$ cat src/rtl/seq_signed_multiplier.sv
`default_nettype none
// ============================================================================
// Module   : seq_signed_multiplier
// Brief    : Signed-magnitude add-and-shift multiplier with a one-hot FSM.
// Revision : 1.0 - initial release
// ============================================================================
module seq_signed_multiplier #(
    parameter int N = 8
) (
    input  logic           clk,
    input  logic           resest,
    input  logic           start,
    input  logic           bs,
    input  logic [N-1:0]   b_mag,
    input  logic           qs,
    input  logic [N-1:0]   q_mag,
    output logic           busy,
    output logic           done,
    output logic           ps,
    output logic [2*N-1:0] p_mag,
    output logic [4:0]     y
);

    localparam int PW = $clog2(N + 1);

    typedef enum logic [4:0] {
        S_IDLE  = 5'b00001,
        S_LOAD  = 5'b00010,
        S_ADD   = 5'b00100,
        S_SHIFT = 5'b01000,
        S_DONE  = 5'b10000
    } state_t;

    state_t          r_state;
    state_t          w_next;
    logic [N-1:0]    r_b;
    logic [N-1:0]    r_a;
    logic [N-1:0]    r_q;
    logic            r_e;
    logic            r_bs;
    logic            r_qs;
    logic            r_as;
    logic [PW-1:0]   r_p;
    logic            r_ps;
    logic [2*N-1:0]  r_pmag;

    logic            w_zero;
    logic            w_last;
    logic [N:0]      w_sum;
    logic [N-1:0]    w_a_sh;
    logic [N-1:0]    w_q_sh;

    assign w_zero = (r_b == '0) || (r_q == '0);
    assign w_last = (r_p == PW'(1));
    assign w_sum  = {1'b0, r_a} + {1'b0, r_b};
    assign w_a_sh = {r_e, r_a[N-1:1]};
    assign w_q_sh = {r_a[0], r_q[N-1:1]};

    always_ff @(posedge clk or posedge resest) begin
        if (resest) begin
            r_state <= S_IDLE;
        end else begin
            r_state <= w_next;
        end
    end

    // Unreachable encodings fall through to default and recover via IDLE.
    always_comb begin
        w_next = S_IDLE;
        case (r_state)
            S_IDLE:  w_next = start ? S_LOAD : S_IDLE;
            S_LOAD:  w_next = w_zero ? S_DONE : S_ADD;
            S_ADD:   w_next = S_SHIFT;
            S_SHIFT: w_next = w_last ? S_DONE : S_ADD;
            S_DONE:  w_next = S_IDLE;
            default: w_next = S_IDLE;
        endcase
    end

    always_ff @(posedge clk or posedge resest) begin
        if (resest) begin
            r_b    <= '0;
            r_a    <= '0;
            r_q    <= '0;
            r_e    <= 1'b0;
            r_bs   <= 1'b0;
            r_qs   <= 1'b0;
            r_as   <= 1'b0;
            r_p    <= '0;
            r_ps   <= 1'b0;
            r_pmag <= '0;
        end else begin
            case (r_state)
                S_IDLE: begin
                    if (start) begin
                        r_b  <= b_mag;
                        r_q  <= q_mag;
                        r_bs <= bs;
                        r_qs <= qs;
                    end
                end
                S_LOAD: begin
                    r_a  <= '0;
                    r_e  <= 1'b0;
                    r_p  <= PW'(N);
                    r_as <= r_bs ^ r_qs;
                    // Zero product is always reported positive.
                    if (w_zero) begin
                        r_ps   <= 1'b0;
                        r_pmag <= '0;
                    end
                end
                S_ADD: begin
                    if (r_q[0]) begin
                        {r_e, r_a} <= w_sum;
                    end
                end
                S_SHIFT: begin
                    r_a <= w_a_sh;
                    r_q <= w_q_sh;
                    r_e <= 1'b0;
                    r_p <= r_p - PW'(1);
                    if (w_last) begin
                        r_ps   <= r_as;
                        r_pmag <= {w_a_sh, w_q_sh};
                    end
                end
                default: begin
                end
            endcase
        end
    end

    assign y     = r_state;
    assign busy  = ~r_state[0];
    assign done  = (r_state == S_DONE);
    assign ps    = r_ps;
    assign p_mag = r_pmag;

endmodule
`default_nettype wire

$ cat config.mk
export PLATFORM = sky130hd
export DESIGN_NAME = seq_signed_multiplier
export DESIGN_NICKNAME = d
export VERILOG_FILES = /design/src/rtl/seq_signed_multiplier.sv
export SDC_FILE = /design/constraint.sdc
export NUM_CORES = 1
export LEC_CHECK = 0
export BUFFER_PORTS_ARGS = -buffer_cell sky130_fd_sc_hd__buf_2
export CAP_MARGIN = 20
export CORE_ASPECT_RATIO = 0.75
export CORE_MARGIN = 2
export CORE_UTILIZATION = 50
export DETAILED_ROUTE_END_ITERATION = 8
export PLACE_DENSITY = 0.69
export SETUP_SLACK_MARGIN = 0.3
export SYNTH_ARGS = -nofsm -noshare
export SYNTH_HDL_FRONTEND = slang
export SYNTH_SLANG_ARGS = --single-unit
$ cat constraint.sdc
create_clock -name clk -period 4.83 [get_ports clk]
set_input_delay 0.2415 -clock clk [delete_from_list [all_inputs] [get_ports clk]]
set_output_delay 0.2415 -clock clk [all_outputs]
set_load 0.02 [all_outputs]
# == Yosys cells after proc, flatten, opt, wreduce, memory -nomap -nowiden ==
# Cells that the tools add are included.
# totals
inputBits,21
wordCells,55
output_inout_bits,24
regBits,54
# classes
mux,17
eq_ne,10
addsub,2
bitwise,2
n_reduce_logical,13
# op_table
cell,n
16-bit two-way mux,2
16-bit one-hot mux with 2 select lines,1
8-bit one-hot mux with 3 select lines,1
5-bit one-hot mux with 4 select lines,1
8-bit logical NOT,2
8-bit two-way mux,2
8-bit one-hot mux with 2 select lines,1
5-bit two-way mux,2
8-bit by 8-bit adder with 9-bit output,1
2-bit != test (second input constant),4
4-bit one-hot mux with 2 select lines,1
2-bit AND reduction,4
2-bit nonzero test,3
5-bit by 1-bit equality test with 1-bit output (second input constant),1
5-bit by 2-bit equality test with 1-bit output (second input constant),1
5-bit by 3-bit equality test with 1-bit output (second input constant),1
5-bit by 4-bit equality test with 1-bit output (second input constant),1
5-bit equality test (second input constant),1
4-bit by 1-bit equality test with 1-bit output (second input constant),1
1-bit one-hot mux with 2 select lines,2
4-bit by 1-bit subtractor with 4-bit output (second input constant),1
1-bit two-way mux,3
3-bit AND reduction,1
3-bit nonzero test,1
other kinds (5),5

# == Longest topological paths before layout ==
# Gate-level depths: netlist of run 1.
# depth
ltp_word,4
ltp_mapped,7
depth_no_buf,7

# == Worst setup path after synthesis of run 1 ==
# Ideal clock, no wire load.
# synth_timing
path_type,register -> register
startpoint,reg r_b[0]
endpoint,reg r_a[4]
required_ns,4.704
slack_ns,2.992
path_stages_with_launch,8
n_path_buf,0
arrival_ns,1.712
synth_period_minus_slack_ns,1.838
setup_ns,0.126
path_cell_list,dfrtp_1 -> ha_1 -> fa_1 -> a21o_1 -> a21oi_1 -> xnor2_1 -> a221oi_1 -> nor2_1
# synth_between
elab_chain_len,3
# synth_lines
item,line,source
start: declaration,36,logic [N-1:0] r_b;
start signal: assignment,96,r_b <= b_mag;
8-bit by 8-bit adder with 9-bit output,55,"assign w_sum = {1'b0, r_a} + {1'b0, r_b};"
8-bit two-way mux,114,if (r_q[0]) begin
8-bit one-hot mux with 3 select lines,93,case (r_state)
end signal: assignment,115,"{r_e, r_a} <= w_sum;"
end signal: assignment,119,r_a <= w_a_sh;
end: declaration,37,logic [N-1:0] r_a;
# No other way between the ends. The select of a mux whose other input is x is not followed.
# A chain may end at the register's enable or synchronous reset.

# == Final worst setup path of run 1 ==
# layout_timing
startpoint,"reg r_state[1], in the netlist y[1]"
endpoint,"reg r_pmag[13], in the netlist p_mag[13]"
# layout_between
elab_chain_len,3
word_cells_on_any_way,7
cone_classes,eq/ne: 4; mux: 1; reduce/logical: 2
# layout_lines
item,line,source
start: declaration,34,state_t r_state;
start signal: assignment,63,r_state <= w_next;
5-bit by 4-bit equality test with 1-bit output or 5-bit by 2-bit equality test with 1-bit output (tied branches),93,
2-bit != test (no source line) or 2-bit nonzero test (tied branches),--,
3-bit AND reduction (no source line),--,
end signal: assignment,125,"r_pmag <= {w_a_sh, w_q_sh};"
end: declaration,45,logic [2*N-1:0] r_pmag;
# Parallel ways exist; a longest one is shown, timed or not.

==> qor.csv, run 1 <==
stage;metric;value;unit
status;result of the run;complete, no violations;
routing;Vias per Instance;5.45;
timing;slew at the pin closest to its max-slew limit;0.908;ns
routing;Total Routed Length;5960;um
setup_path;startpoint of the worst register-to-register path;y[1]$_DFF_PP0_;
power_and_ir_drop;share of power burned in the clock network;15.3;%
timing;clock skew;0.00455;ns
synthesis;post-synthesis register bit count;54;
power_and_ir_drop;reported leakage power;1.55;nW
clock_tree;Sink Count;54;
synthesis;synth warn;0;
timing;time the final worst path needs with I/O delays and setup;2.83;ns
power_and_ir_drop;Cell Int Power;1.03;mW
routing;Initial DRT Pass Iterations;4;
floorplanning;width of the die;89.0;um
setup_path;Setup Crit Path Kind;reg2reg;
power_and_ir_drop;PD cells;578;nW/um^2
synthesis;Post-Syn Area;2710;um^2
place;number of cells in the design after placement;389;
setup_path;crit-path max cell delay;0.79;ns
floorplanning;Placement Rows;23;
cells_and_area;layout overhead on the synthesized area;13.5;%
timing;number of failing setup endpoints in the final timing report;0;
clock_tree;Max Buffers Root-to-Sink;2;
clock_tree;total clock buffers created by CTS;5;
clock_tree;CTS tree;yes;
setup_path;Required @ worst endpoint;5.03;ns
timing;Worst Setup Slack, final;2.00;ns
synthesis;count of flip-flops with a built-in enable after synthesis;0;
synthesis;most used flip-flop cell after synthesis;sky130_fd_sc_hd__dfrtp_1;
global_route;pin count of the biggest net entering global routing;55;
synthesis;Mapped Cells;279;
routing;Vias;2165;
cells_and_area;filler-free cell count of the finished design;397;
timing;unrepaired setup endpoints after global routing;no;
setup_path;arrival time at the worst endpoint;3.03;ns
place;Worst Setup Slack post-DPL;2.02;ns
min_path;Min-Delay Path Class;in2async;
power_and_ir_drop;Switching Fraction;41.9;%
floorplanning;Starting Density;51.1;%
clock_tree;number of buffers inserted for hold repair after clock tree synthesis;0;
synthesis;mean cell area of the mapped netlist;9.70;um^2
setup_path;slowest library cell on the worst path;sky130_fd_sc_hd__nor2_2;
cells_and_area;net total in the final layout;353;
cells_and_area;share of layout cells above drive strength 1;19.9;%
routing;residual antenna-violating net count after detailed routing;0;
setup_path;Crit Path Max Fanout;25;
timing;final hold vios;0;
power_and_ir_drop;proportion of power drawn by flip-flops and latches;43.5;%
clock_tree;number of gates resized after cts;0;
global_route;initial antenna violation count;0;
global_route;number of global-route vias before repair;1955;
routing;post-detailed-route DRC marker count;0;
timing;max_slew headroom;39.3;%
floorplanning;die area;6020;um^2
floorplanning;total I/O pin count;45;
place;gpl congestion;0.846;
setup_path;sort of element at the end of the critical path;flip-flop;
power_and_ir_drop;switching power total;744;uW
routing;average wire per standard cell;15.0;um
clock_tree;H-tree levels;2;
run;count of maximum capacitance violations;0;
global_route;wire length of the first global-routing pass;9600;um
setup_path;sort of element at the start of the critical path;flip-flop;
timing;number of slew-limit violations in the final report;0;
cells_and_area;Antenna diodes;0;
power_and_ir_drop;peak ir drop on the vdd network;0.000328;V
floorplanning;core area;5300;um^2
synthesis;Net Count, Synth;311;
synthesis;async set or reset register ratio after synthesis;100;%
setup_path;Worst R2R Path Depth;5;
power_and_ir_drop;fraction of power consumed by combinational cells;41.2;%
setup_path;number of cells on the critical path;5;
floorplanning;Die Y-Extent;67.7;um
clock_tree;buffers inserted by post-CTS timing repair;0;
timing;maximum clock rate;353;MHz
timing;period utilization;58.6;%
clock_tree;cell chosen for the clock root;sky130_fd_sc_hd__clkbuf_8;
global_route;overall global routing resource usage;21.2;%
setup_path;cells along the critical path;nor2_1, nand3b_1, nor2_2, o21ai_2, a22o_1;
global_route;total overflow reported by the global router;0;
synthesis;leading cell types by total area after synthesis;sky130_fd_sc_hd__dfrtp_1 (49%), sky130_fd_sc_hd__nand2_1 (8.7%), sky130_fd_sc_hd__ha_1 (4.6%);
cells_and_area;number of inserted filler cells in the final layout;487;
synthesis;area share of the leading cell type in the synthesized netlist;49.0;%
clock_tree;Clock Latency Late Sink;0.31;ns
setup_path;cell family contributing the most delay on the critical path;simple AND/OR/NAND/NOR gates;
setup_path;Critical Path Start;y[1]$_DFF_PP0_;
clock_tree;clock-pin transition on the worst setup and hold timing paths;0.10;ns
synthesis;Synth cell types;48;
place;count of input and output buffers;44;
timing;worst hold margin;0.0962;ns
synthesis;sequential area share after synthesis;50.0;%
place;post-detail-place hpwl;4320;um
routing;starting DRC count in detailed routing;160;
setup_path;buffer and inverter count on the worst path;0;
timing;final setup TNS;0;ns
synthesis;largest area contributor in the netlist;sky130_fd_sc_hd__dfrtp_1;
## final cells by class
type / count / area, um^2 / share of cell area [%]
Inverter: 6 / 22.5 / 0.733
Clock inverter: 2 / 16.3 / 0.530
Timing Repair Buffer: 46 / 235 / 7.66
Sequential cell: 54 / 1350 / 44.0
Multi-Input combinational cell: 208 / 1270 / 41.3
Tap cell: 75 / 93.8 / 3.05
Clock buffer: 6 / 82.6 / 2.69
## cells in the mapped netlist (all sizes together) (4+ instances only)
master / number
a31oi: 10
a221oi: 5
nor2: 29
nor4: 7
a21o: 6
xnor2: 5
buf: 7
ha: 10
dfrtp: 53
clkbuf: 4
inv: 5
a21oi: 12
nand2: 63
a22o: 13
o21ai: 8
nand2b: 4
## final timing paths
path                                               to  slack [ns]
worst max-delay path            p_mag[13]$_DFFE_PP0P_        2.00
worst min-delay path                 r_bs$_DFFE_PP0P_         0.1
worst max register to register  p_mag[13]$_DFFE_PP0P_        2.00
worst min register to register   p_mag[4]$_DFFE_PP0P_        0.51
max in group asynchronous          r_b[5]$_DFFE_PP0P_        4.28
min in group clk                   r_b[4]$_DFFE_PP0P_        0.12
## layout by cell type, fill, tap and decap left out, types with 2 or more instances in the layout
| cell | Yosys | routed |
|---|---|---|
| sky130_fd_sc_hd__a211oi_1 | 2 | 2 |
| sky130_fd_sc_hd__a21o_1 | 6 | 6 |
| sky130_fd_sc_hd__a21oi_1 | 12 | 12 |
| sky130_fd_sc_hd__a221oi_1 | 5 | 5 |
| sky130_fd_sc_hd__a22o_1 | 13 | 13 |
| sky130_fd_sc_hd__a22oi_1 | 3 | 3 |
| sky130_fd_sc_hd__a31oi_1 | 10 | 10 |
| sky130_fd_sc_hd__and3_1 | 2 | 2 |
| sky130_fd_sc_hd__buf_2 | 5 | 44 |
| sky130_fd_sc_hd__buf_4 | 0 | 2 |
| sky130_fd_sc_hd__clkbuf_8 | 0 | 6 |
| sky130_fd_sc_hd__dfrtp_1 | 53 | 53 |
| sky130_fd_sc_hd__ha_1 | 10 | 10 |
| sky130_fd_sc_hd__inv_1 | 5 | 4 |
| sky130_fd_sc_hd__mux2i_1 | 2 | 2 |
| sky130_fd_sc_hd__nand2_1 | 63 | 63 |
| sky130_fd_sc_hd__nand2b_1 | 4 | 4 |
| sky130_fd_sc_hd__nand3_1 | 2 | 2 |
| sky130_fd_sc_hd__nor2_1 | 28 | 28 |
| sky130_fd_sc_hd__nor4_1 | 5 | 5 |
| sky130_fd_sc_hd__o21a_1 | 2 | 2 |
| sky130_fd_sc_hd__o21ai_0 | 7 | 7 |
| sky130_fd_sc_hd__o21bai_1 | 2 | 2 |
| sky130_fd_sc_hd__o22ai_1 | 3 | 3 |
| sky130_fd_sc_hd__xnor2_1 | 5 | 5 |
| sky130_fd_sc_hd__xor2_1 | 2 | 2 |
## logic make-up after synthesis
kind of cell               count (synthesis)  synth area share, %
xor gates and xnor gates                   7                 2.27
and+or+nand+nor                          120                 20.9
muxes                                      2                0.740
adders and majority gates                 11                 5.36
buffers and inverters                     17                 3.14
AOI/OAI and AO/OA                         68                 17.6
DFF                                       54                 50.0
## worst min-delay path: cells and delay by family
family / cells / cell delay (ns)
buffers and inverters: 3 / 0.66
## power groups by stage
stage,registers [mW],clock network [mW],logic (mW)
6_report,0.772,0.272,0.730
5_1_grt,0.799,0.294,0.835
4_1_cts,0.770,0.283,0.735
3_5_place_dp,0.780,0,0.728
3_3_place_gp,0.776,0,0.712
2_1_floorplan,0.721,0,0.614
## routing by layer
layer  track usage, %  up-vias  wire (um)
li1                 -     1074          -
met1             32.4     1037       3050
met2             30.7       49       2650
met3             4.28        5        229
met4             5.60        0         39
met5                0        -          0
## per-stage QoR
stage               total power [mW]  utilization, %  area, um^2
floorplan                       1.33               -        2710
global placement                1.49            56.1        2970
detailed placement              1.51            56.1        2970
CTS                             1.79            58.0        3070
global route                    1.93            58.0        3070
finish                          1.77            58.0        3070
## state kept, by name, summed over array words and instances (netlist names)
register,cells
r_as,1
ps,1
p_mag,16
r_p,4
r_qs,1
r_bs,1
r_e,1
y,5
r_b,8
r_q,8
r_a,8
Power figures use the tool's default switching activity.
==> inputs of run 2 (changes only) <==
- clock period: 4.83 -> 2.8 ns (I/O delays scaled with it)
==> run 2 against run 1 <==
  * Routed wire length grew 1.9%
  * Register-to-register slack lost 1.3 ns
  * Sequential share of layout area shrank 0.71 points
  * Sequential cell count is the same
  * Sequential power grew 74%
  * Global-route usage grew 0.89 points
  * Count of clock-buffer cells in the layout grew 1
  * Cell area grew 1.6%
  * First-iteration DRC count shrank 34%
  * Clock power grew 99%
  * Critical path depth is the same
  * Final cell count grew 1.0%
  * Critical endpoint is now p_mag[4]$_DFFE_PP0P_
  * Largest cell class unchanged
==> qor.csv, run 2 (synthesis gave the netlist of run 1 again) <==
stage;metric;value;unit;change
cells_and_area;net total in the final layout;357;;+1.1%
cells_and_area;Antenna diodes;0;;unchanged
setup_path;sort of element at the start of the critical path;flip-flop;;
timing;unrepaired setup endpoints after global routing;no;;
power_and_ir_drop;Switching Fraction;40.7;%;-1.2 points
run;count of maximum capacitance violations;0;;unchanged
power_and_ir_drop;share of power burned in the clock network;17.1;%;+1.8 points
place;gpl congestion;0.875;;+3.5%
power_and_ir_drop;peak ir drop on the vdd network;0.000621;V;+89%
cells_and_area;layout overhead on the synthesized area;15.3;%;
place;post-detail-place hpwl;4380;um;+1.3%
timing;number of slew-limit violations in the final report;0;;unchanged
clock_tree;number of gates resized after cts;0;;unchanged
min_path;hold path start;bs;;
global_route;Global Route met1 Usage;34.8;%;+2.4 points
setup_path;arrival time at the worst endpoint;2.31;ns;-0.72 ns
power_and_ir_drop;proportion of power drawn by flip-flops and latches;42.4;%;-1.1 points
power_and_ir_drop;switching power total;1.29;mW;+73%
min_path;Min-Delay Path Class;in2reg;;
routing;Vias per Instance;5.41;;-0.86%
timing;number of failing setup endpoints in the final timing report;0;;unchanged
clock_tree;Sink Count;54;;unchanged
clock_tree;CTS tree;yes;;
setup_path;Crit Path Max Fanout;14;;-44%
setup_path;sort of element at the end of the critical path;flip-flop;;
floorplanning;total I/O pin count;45;;unchanged
timing;final setup TNS;0;ns;unchanged
routing;post-detailed-route DRC marker count;0;;unchanged
floorplanning;Die Y-Extent;67.7;um;unchanged
floorplanning;core area;5300;um^2;unchanged
timing;max_slew headroom;56.4;%;+17 points
cells_and_area;utilization after layout;59.0;%;+0.95 points
floorplanning;Starting Density;51.1;%;unchanged
cells_and_area;share of layout cells above drive strength 1;20.2;%;+0.37 points
routing;average wire per standard cell;15.1;um;+0.86%
cells_and_area;area occupied by multi-input gates;1270;um^2;unchanged
timing;maximum clock rate;474;MHz;+34%
global_route;number of global-route vias before repair;2015;;+3.1%
routing;residual antenna-violating net count after detailed routing;0;;unchanged
cells_and_area;number of inserted filler cells in the final layout;484;;-0.62%
global_route;pin count of the biggest net entering global routing;29;;-47%
clock_tree;H-tree levels;2;;unchanged
cells_and_area;area used by sequential logic in the layout;1350;um^2;unchanged
cells_and_area;most common library cell in the layout ignoring fill and taps;sky130_fd_sc_hd__nand2_1;;
clock_tree;clock-pin transition on the worst setup and hold timing paths;0.10;ns;about the same
global_route;overall global routing resource usage;22.1;%;+0.89 points
routing;Vias;2168;;+0.14%
power_and_ir_drop;total design power;3.16;mW;+78%
global_route;Most Used Layer, Global Route;met1;;
status;result of the run;complete, no violations;;
power_and_ir_drop;fraction of power consumed by combinational cells;40.5;%;-0.7 points
setup_path;Required @ worst endpoint;3.00;ns;-2.03 ns
place;count of input and output buffers;44;;unchanged
global_route;met3 track utilization from global routing;4.77;%;+0.49 points
clock_tree;Clock Latency Late Sink;0.30;ns;about the same
floorplanning;width of the die;89.0;um;unchanged
global_route;wire length of the first global-routing pass;10000;um;+4.2%
timing;slew at the pin closest to its max-slew limit;0.654;ns;-0.254 ns
global_route;met2 Resource Use GR;30.6;%;-0.093 points
routing;Initial DRT Pass Iterations;4;;unchanged
global_route;total overflow reported by the global router;0;;unchanged
timing;final hold vios;0;;unchanged
floorplanning;Placement Rows;23;;unchanged
timing;Worst Setup Slack, final;0.688;ns;-1.31 ns
clock_tree;total clock buffers created by CTS;5;;unchanged
setup_path;Setup Crit Path Kind;reg2reg;;
routing;Total Routed Length;6070;um;+1.9%
timing;clock skew;0.00948;ns;+0.00493 ns
cells_and_area;number of flip-flops in the largest register;16;;unchanged
timing;period utilization;75.4;%;+17 points
timing;time the final worst path needs with I/O delays and setup;2.11;ns;-0.718 ns
clock_tree;buffers inserted by post-CTS timing repair;0;;unchanged
floorplanning;die area;6020;um^2;unchanged
clock_tree;Max Buffers Root-to-Sink;2;;unchanged
cells_and_area;leading cell types in the layout, fill and taps excluded;sky130_fd_sc_hd__nand2_1 (63), sky130_fd_sc_hd__dfrtp_1 (53), sky130_fd_sc_hd__buf_2 (44);;
routing;starting DRC count in detailed routing;106;;-34%
global_route;initial antenna violation count;0;;unchanged
setup_path;Critical Path Start;y[2]$_DFF_PP0_;;
clock_tree;cell chosen for the clock root;sky130_fd_sc_hd__clkbuf_8;;
power_and_ir_drop;Cell Int Power;1.88;mW;+82%
place;Worst Setup Slack post-DPL;0.770;ns;-1.25 ns
power_and_ir_drop;reported leakage power;1.57;nW;+1.8%
power_and_ir_drop;PD cells;1010;nW/um^2;+75%
setup_path;startpoint of the worst register-to-register path;y[2]$_DFF_PP0_;;
## run 2: power by group through the flow
stage / Sequential, mW / Combinational, mW / Clock (mW)
finish: 1.34 / 1.28 / 0.541
global route: 1.38 / 1.46 / 0.579
CTS: 1.34 / 1.28 / 0.547
detailed placement: 1.35 / 1.27 / 0
global placement: 1.34 / 1.25 / 0
floorplan: 1.24 / 1.06 / 0
## run 2: per-stage QoR
stage	hold WS [ns]	cells	area, um^2
6_report	0.0172	401	3120
5_1_grt	0.0145	401	3120
4_1_cts	0.0151	401	3120
3_5_place_dp	0.227	392	3000
3_3_place_gp	0.240	392	3000
2_1_floorplan	0.245	279	2710
## run 2: final cells by class
type                       instances  share of cell area (%)
inverter                           6                   0.721
timing repair buffer              50                    8.58
multi-input combinational        208                    40.6
sequential                        54                    43.3
clock inverter                     1                   0.962
clock buffer                       7                    2.77
tap                               75                    3.01
## run 2: per-layer routing
metal | wire (um) | part of all wire (%)
met2 | 2550 | 42
met4 | 66 | 1.1
met1 | 3240 | 53
met3 | 220 | 3.6
met5 | 0 | 0
## run 2: critical path, cell delays in order (launching register included)
cell and delay (ns):
sky130_fd_sc_hd__dfrtp_1 0.47, sky130_fd_sc_hd__and2b_1 0.26, sky130_fd_sc_hd__nand3b_1 0.12, sky130_fd_sc_hd__nor2_2 0.55, sky130_fd_sc_hd__o21ai_2 0.33, sky130_fd_sc_hd__a22o_1 0.27
## run 2: path summary, 6_finish.rpt
path,cells past startpoint,endpoint,slack [ns]
worst max-delay path,5,p_mag[4]$_DFFE_PP0P_,0.69
worst min-delay path,3,r_bs$_DFFE_PP0P_,0.02
worst max register to register,5,p_mag[4]$_DFFE_PP0P_,0.69
worst min register to register,1,p_mag[1]$_DFFE_PP0P_,0.50
max in group asynchronous,4,r_a[0]$_DFFE_PP0P_,1.76
min in group asynchronous,3,p_mag[4]$_DFFE_PP0P_,0.43
## run 2: repair_timing
action / 4_1_cts / 5_1_grt
endpoints found under the hold margin: 25 / 0
hold buffers: 1 / 0
setup endpoints to repair: 0 / 0
==> inputs of run 3 (changes only) <==
- ABC_AREA: default -> 1
- PLACE_DENSITY: 0.69 -> 0.71
- clock period: 2.8 -> 1.75 ns (I/O delays scaled with it)
==> run 3 against run 2 <==
  * Non-clock buffer count increased by 53
  * Clock power rose by 32%
  * Hold slack gained 0.082 ns
  * Highest routed layer unchanged
==> qor.csv, run 3 <==
stage;metric;value;unit;change
status;result of the run;complete, no violations;;
synthesis;Post-Syn Area;3020;um^2;+12%
synthesis;area share of the leading cell type in the synthesized netlist;43.9;%;-5.1 points
synthesis;Synth cell types;35;;-27%
routing;residual antenna-violating net count after detailed routing;0;;unchanged
synthesis;leading cell types by total area after synthesis;sky130_fd_sc_hd__dfrtp_1 (44%), sky130_fd_sc_hd__nand2_1 (13%), sky130_fd_sc_hd__nand3_1 (4.5%);;
timing;final hold vios;0;;unchanged
global_route;total overflow reported by the global router;0;;unchanged
synthesis;mean cell area of the mapped netlist;8.39;um^2;-13%
synthesis;Net Count, Synth;392;;+26%
routing;post-detailed-route DRC marker count;0;;unchanged
timing;number of failing setup endpoints in the final timing report;0;;unchanged
place;post-detail-place hpwl;4690;um;+7.2%
routing;Initial DRT Pass Iterations;5;;+1
place;count of input and output buffers;44;;unchanged
power_and_ir_drop;PD cells;1320;nW/um^2;+30%
clock_tree;total clock buffers created by CTS;5;;unchanged
timing;Worst Setup Slack, final;0.0989;ns;-0.589 ns
clock_tree;cell chosen for the clock root;sky130_fd_sc_hd__clkbuf_8;;
cells_and_area;number of inserted filler cells in the final layout;357;;-26%
global_route;pin count of the biggest net entering global routing;33;;+14%
power_and_ir_drop;reported leakage power;2.32;nW;+48%
setup_path;arrival time at the worst endpoint;1.87;ns;-0.44 ns
timing;maximum clock rate;606;MHz;+28%
synthesis;post-synthesis register bit count;54;;unchanged
synthesis;async set or reset register ratio after synthesis;100;%;unchanged
setup_path;sort of element at the end of the critical path;flip-flop;;
place;number of cells in the design after placement;474;;+21%
setup_path;Setup Crit Path Kind;reg2reg;;
place;Worst Setup Slack post-DPL;0.181;ns;-0.589 ns
clock_tree;Sink Count;54;;unchanged
place;gpl congestion;0.826;;-5.6%
floorplanning;Die Y-Extent;71.3;um;+5.3%
cells_and_area;Antenna diodes;0;;unchanged
routing;average wire per standard cell;18.1;um;+19%
floorplanning;width of the die;93.8;um;+5.4%
clock_tree;clock-pin transition on the worst setup and hold timing paths;0.11;ns;about the same
synthesis;count of flip-flops with a built-in enable after synthesis;0;;unchanged
timing;worst hold margin;0.0992;ns;+0.0820 ns
run;count of maximum capacitance violations;0;;unchanged
cells_and_area;filler-free cell count of the finished design;545;;+36%
timing;final setup TNS;0;ns;unchanged
synthesis;synth warn;0;;unchanged
synthesis;most used flip-flop cell after synthesis;sky130_fd_sc_hd__dfrtp_1;;
cells_and_area;share of layout cells above drive strength 1;49.5;%;+29 points
synthesis;largest area contributor in the netlist;sky130_fd_sc_hd__dfrtp_1;;
cells_and_area;number of flip-flops in the largest register;16;;unchanged
floorplanning;total I/O pin count;45;;unchanged
synthesis;sequential area share after synthesis;44.8;%;-5.2 points
floorplanning;die area;6690;um^2;+11%
cells_and_area;post-route cell area;4550;um^2;+46%
timing;time the final worst path needs with I/O delays and setup;1.65;ns;-0.461 ns
global_route;overall global routing resource usage;22.9;%;+0.79 points
setup_path;sort of element at the start of the critical path;flip-flop;;
floorplanning;Placement Rows;24;;+4.3%
cells_and_area;layout overhead on the synthesized area;50.6;%;
routing;Vias per Instance;5.65;;+4.5%
synthesis;Mapped Cells;360;;+29%
power_and_ir_drop;peak ir drop on the vdd network;0.000611;V;-1.6%
timing;period utilization;94.3;%;+19 points
min_path;Min-Delay Path Class;in2reg;;
global_route;number of global-route vias before repair;2508;;+24%
routing;Vias;3080;;+42%
setup_path;Crit Path Max Fanout;2;;-12
cells_and_area;most common library cell in the layout ignoring fill and taps;sky130_fd_sc_hd__nand2_1;;
synthesis;leading cell type by number of instances after synthesis;sky130_fd_sc_hd__nand2_1;;
cells_and_area;utilization after layout;78.1;%;+19 points
global_route;initial antenna violation count;0;;unchanged
floorplanning;Starting Density;51.9;%;+0.76 points
routing;Total Routed Length;9850;um;+62%
synthesis;top cells by instance count after synthesis;sky130_fd_sc_hd__nand2_1 (103), sky130_fd_sc_hd__dfrtp_1 (53), sky130_fd_sc_hd__inv_1 (35);;
power_and_ir_drop;total design power;6.00;mW;+90%
clock_tree;Max Buffers Root-to-Sink;2;;unchanged
global_route;wire length of the first global-routing pass;12000;um;+20%
cells_and_area;net total in the final layout;499;;+40%
clock_tree;CTS tree;yes;;
routing;starting DRC count in detailed routing;268;;+150%
cells_and_area;leading cell types in the layout, fill and taps excluded;sky130_fd_sc_hd__nand2_1 (79), sky130_fd_sc_hd__dfrtp_1 (48), sky130_fd_sc_hd__buf_2 (43);;
clock_tree;Clock Latency Late Sink;0.32;ns;+0.02 ns
place;placed cell areas;3310;um^2;+11%
timing;slew at the pin closest to its max-slew limit;0.540;ns;-0.113 ns
timing;number of slew-limit violations in the final report;0;;unchanged
floorplanning;core area;5830;um^2;+10%
clock_tree;H-tree levels;2;;unchanged
timing;unrepaired setup endpoints after global routing;yes;;
timing;clock skew;0.0150;ns;+0.00553 ns
setup_path;Required @ worst endpoint;1.96;ns;-1.04 ns
timing;max_slew headroom;63.9;%;+7.6 points
==> run 3: changes by cell type after synthesis, moves of 6 or more <==
cell | before | now
sky130_fd_sc_hd__nor2_4 | 0 | 6
sky130_fd_sc_hd__inv_2 | 0 | 6
sky130_fd_sc_hd__a31oi_1 | 10 | 0
sky130_fd_sc_hd__a21o_1 | 6 | 0
sky130_fd_sc_hd__nand3_1 | 2 | 27
sky130_fd_sc_hd__o21ai_2 | 1 | 11
sky130_fd_sc_hd__a21oi_1 | 12 | 6
sky130_fd_sc_hd__a22o_1 | 13 | 0
sky130_fd_sc_hd__nor2_1 | 28 | 34
sky130_fd_sc_hd__nand2_1 | 63 | 103
sky130_fd_sc_hd__inv_1 | 5 | 35
sky130_fd_sc_hd__o21ai_0 | 7 | 13
==> run 3: final cells by class <==
cell class,count,area (um^2),area share (%)
multi-input combinational,258,1910,42.0
sequential,54,1360,29.9
clock buffer,5,68.8,1.51
timing repair inverter,2,22.5,0.495
inverter,43,189,4.15
timing repair buffer,103,887,19.5
clock inverter,2,15.0,0.330
tap,78,97.6,2.15
==> run 3: cell families (layout without fill, tap and decap cells) <==
family	count (synthesis)	in the layout	share of synthesized area, %
AO/OA/AOI/OAI	43	43	9.36
XOR/XNOR	4	4	1.16
adder cells (fa/ha/maj)	11	11	4.80
buffers and inverters	54	155	8.74
flip-flops	54	54	44.8
multiplexers	1	1	0.331
AND/OR/NAND/NOR	193	199	30.8
==> run 3: final timing paths <==
path                       cells after the start  slack (ns)            startpoint                   end
min                                            5         0.1              q_mag[3]    r_q[3]$_DFFE_PP0P_
max in group asynchronous                      4        0.74                resest        y[0]$_DFF_PP1_
min in group asynchronous                      3        0.34                resest    r_p[3]$_DFFE_PP0N_
max                                            6         0.1    r_b[0]$_DFFE_PP0P_    r_a[2]$_DFFE_PP0P_
max reg2reg                                    6         0.1    r_b[0]$_DFFE_PP0P_    r_a[2]$_DFFE_PP0P_
min reg2reg                                    2        0.51  p_mag[4]$_DFFE_PP0P_  p_mag[4]$_DFFE_PP0P_
==> run 3: timing repair <==
item                                   CTS  global route
gates resized for setup                 19           121
pin swaps                                8            33
hold buffers                            12             0
setup buffers                           10            30
cloned                                   1            11
endpoints found under the hold margin   33             0
setup endpoints to repair               34            44
==> run 3: where the power goes <==
part	internal, mW	switching [mW]	total [mW]
registers	1.62	0.387	2.00
logic	1.45	1.84	3.28
clock network	0.275	0.441	0.716
total	3.34	2.66	6.00
==> run 3: critical path: stages (launching register included) <==
cell and delay (ns):
sky130_fd_sc_hd__dfrtp_1 0.40, sky130_fd_sc_hd__ha_2 0.21, sky130_fd_sc_hd__fa_2 0.37, sky130_fd_sc_hd__xnor2_1 0.22, sky130_fd_sc_hd__nor2_1 0.10, sky130_fd_sc_hd__o21ai_1 0.17
sky130_fd_sc_hd__o21ai_2 0.08
==> run 3: routing by layer <==
metal	vias up	routed length (um)	part of all wire, %	GRT usage (%)
li1	1371	-	-	-
met1	1474	3950	40	32.7
met2	191	4780	49	36.6
met3	44	813	8.3	4.10
met4	0	306	3.1	5.64
met5	-	0	0	0
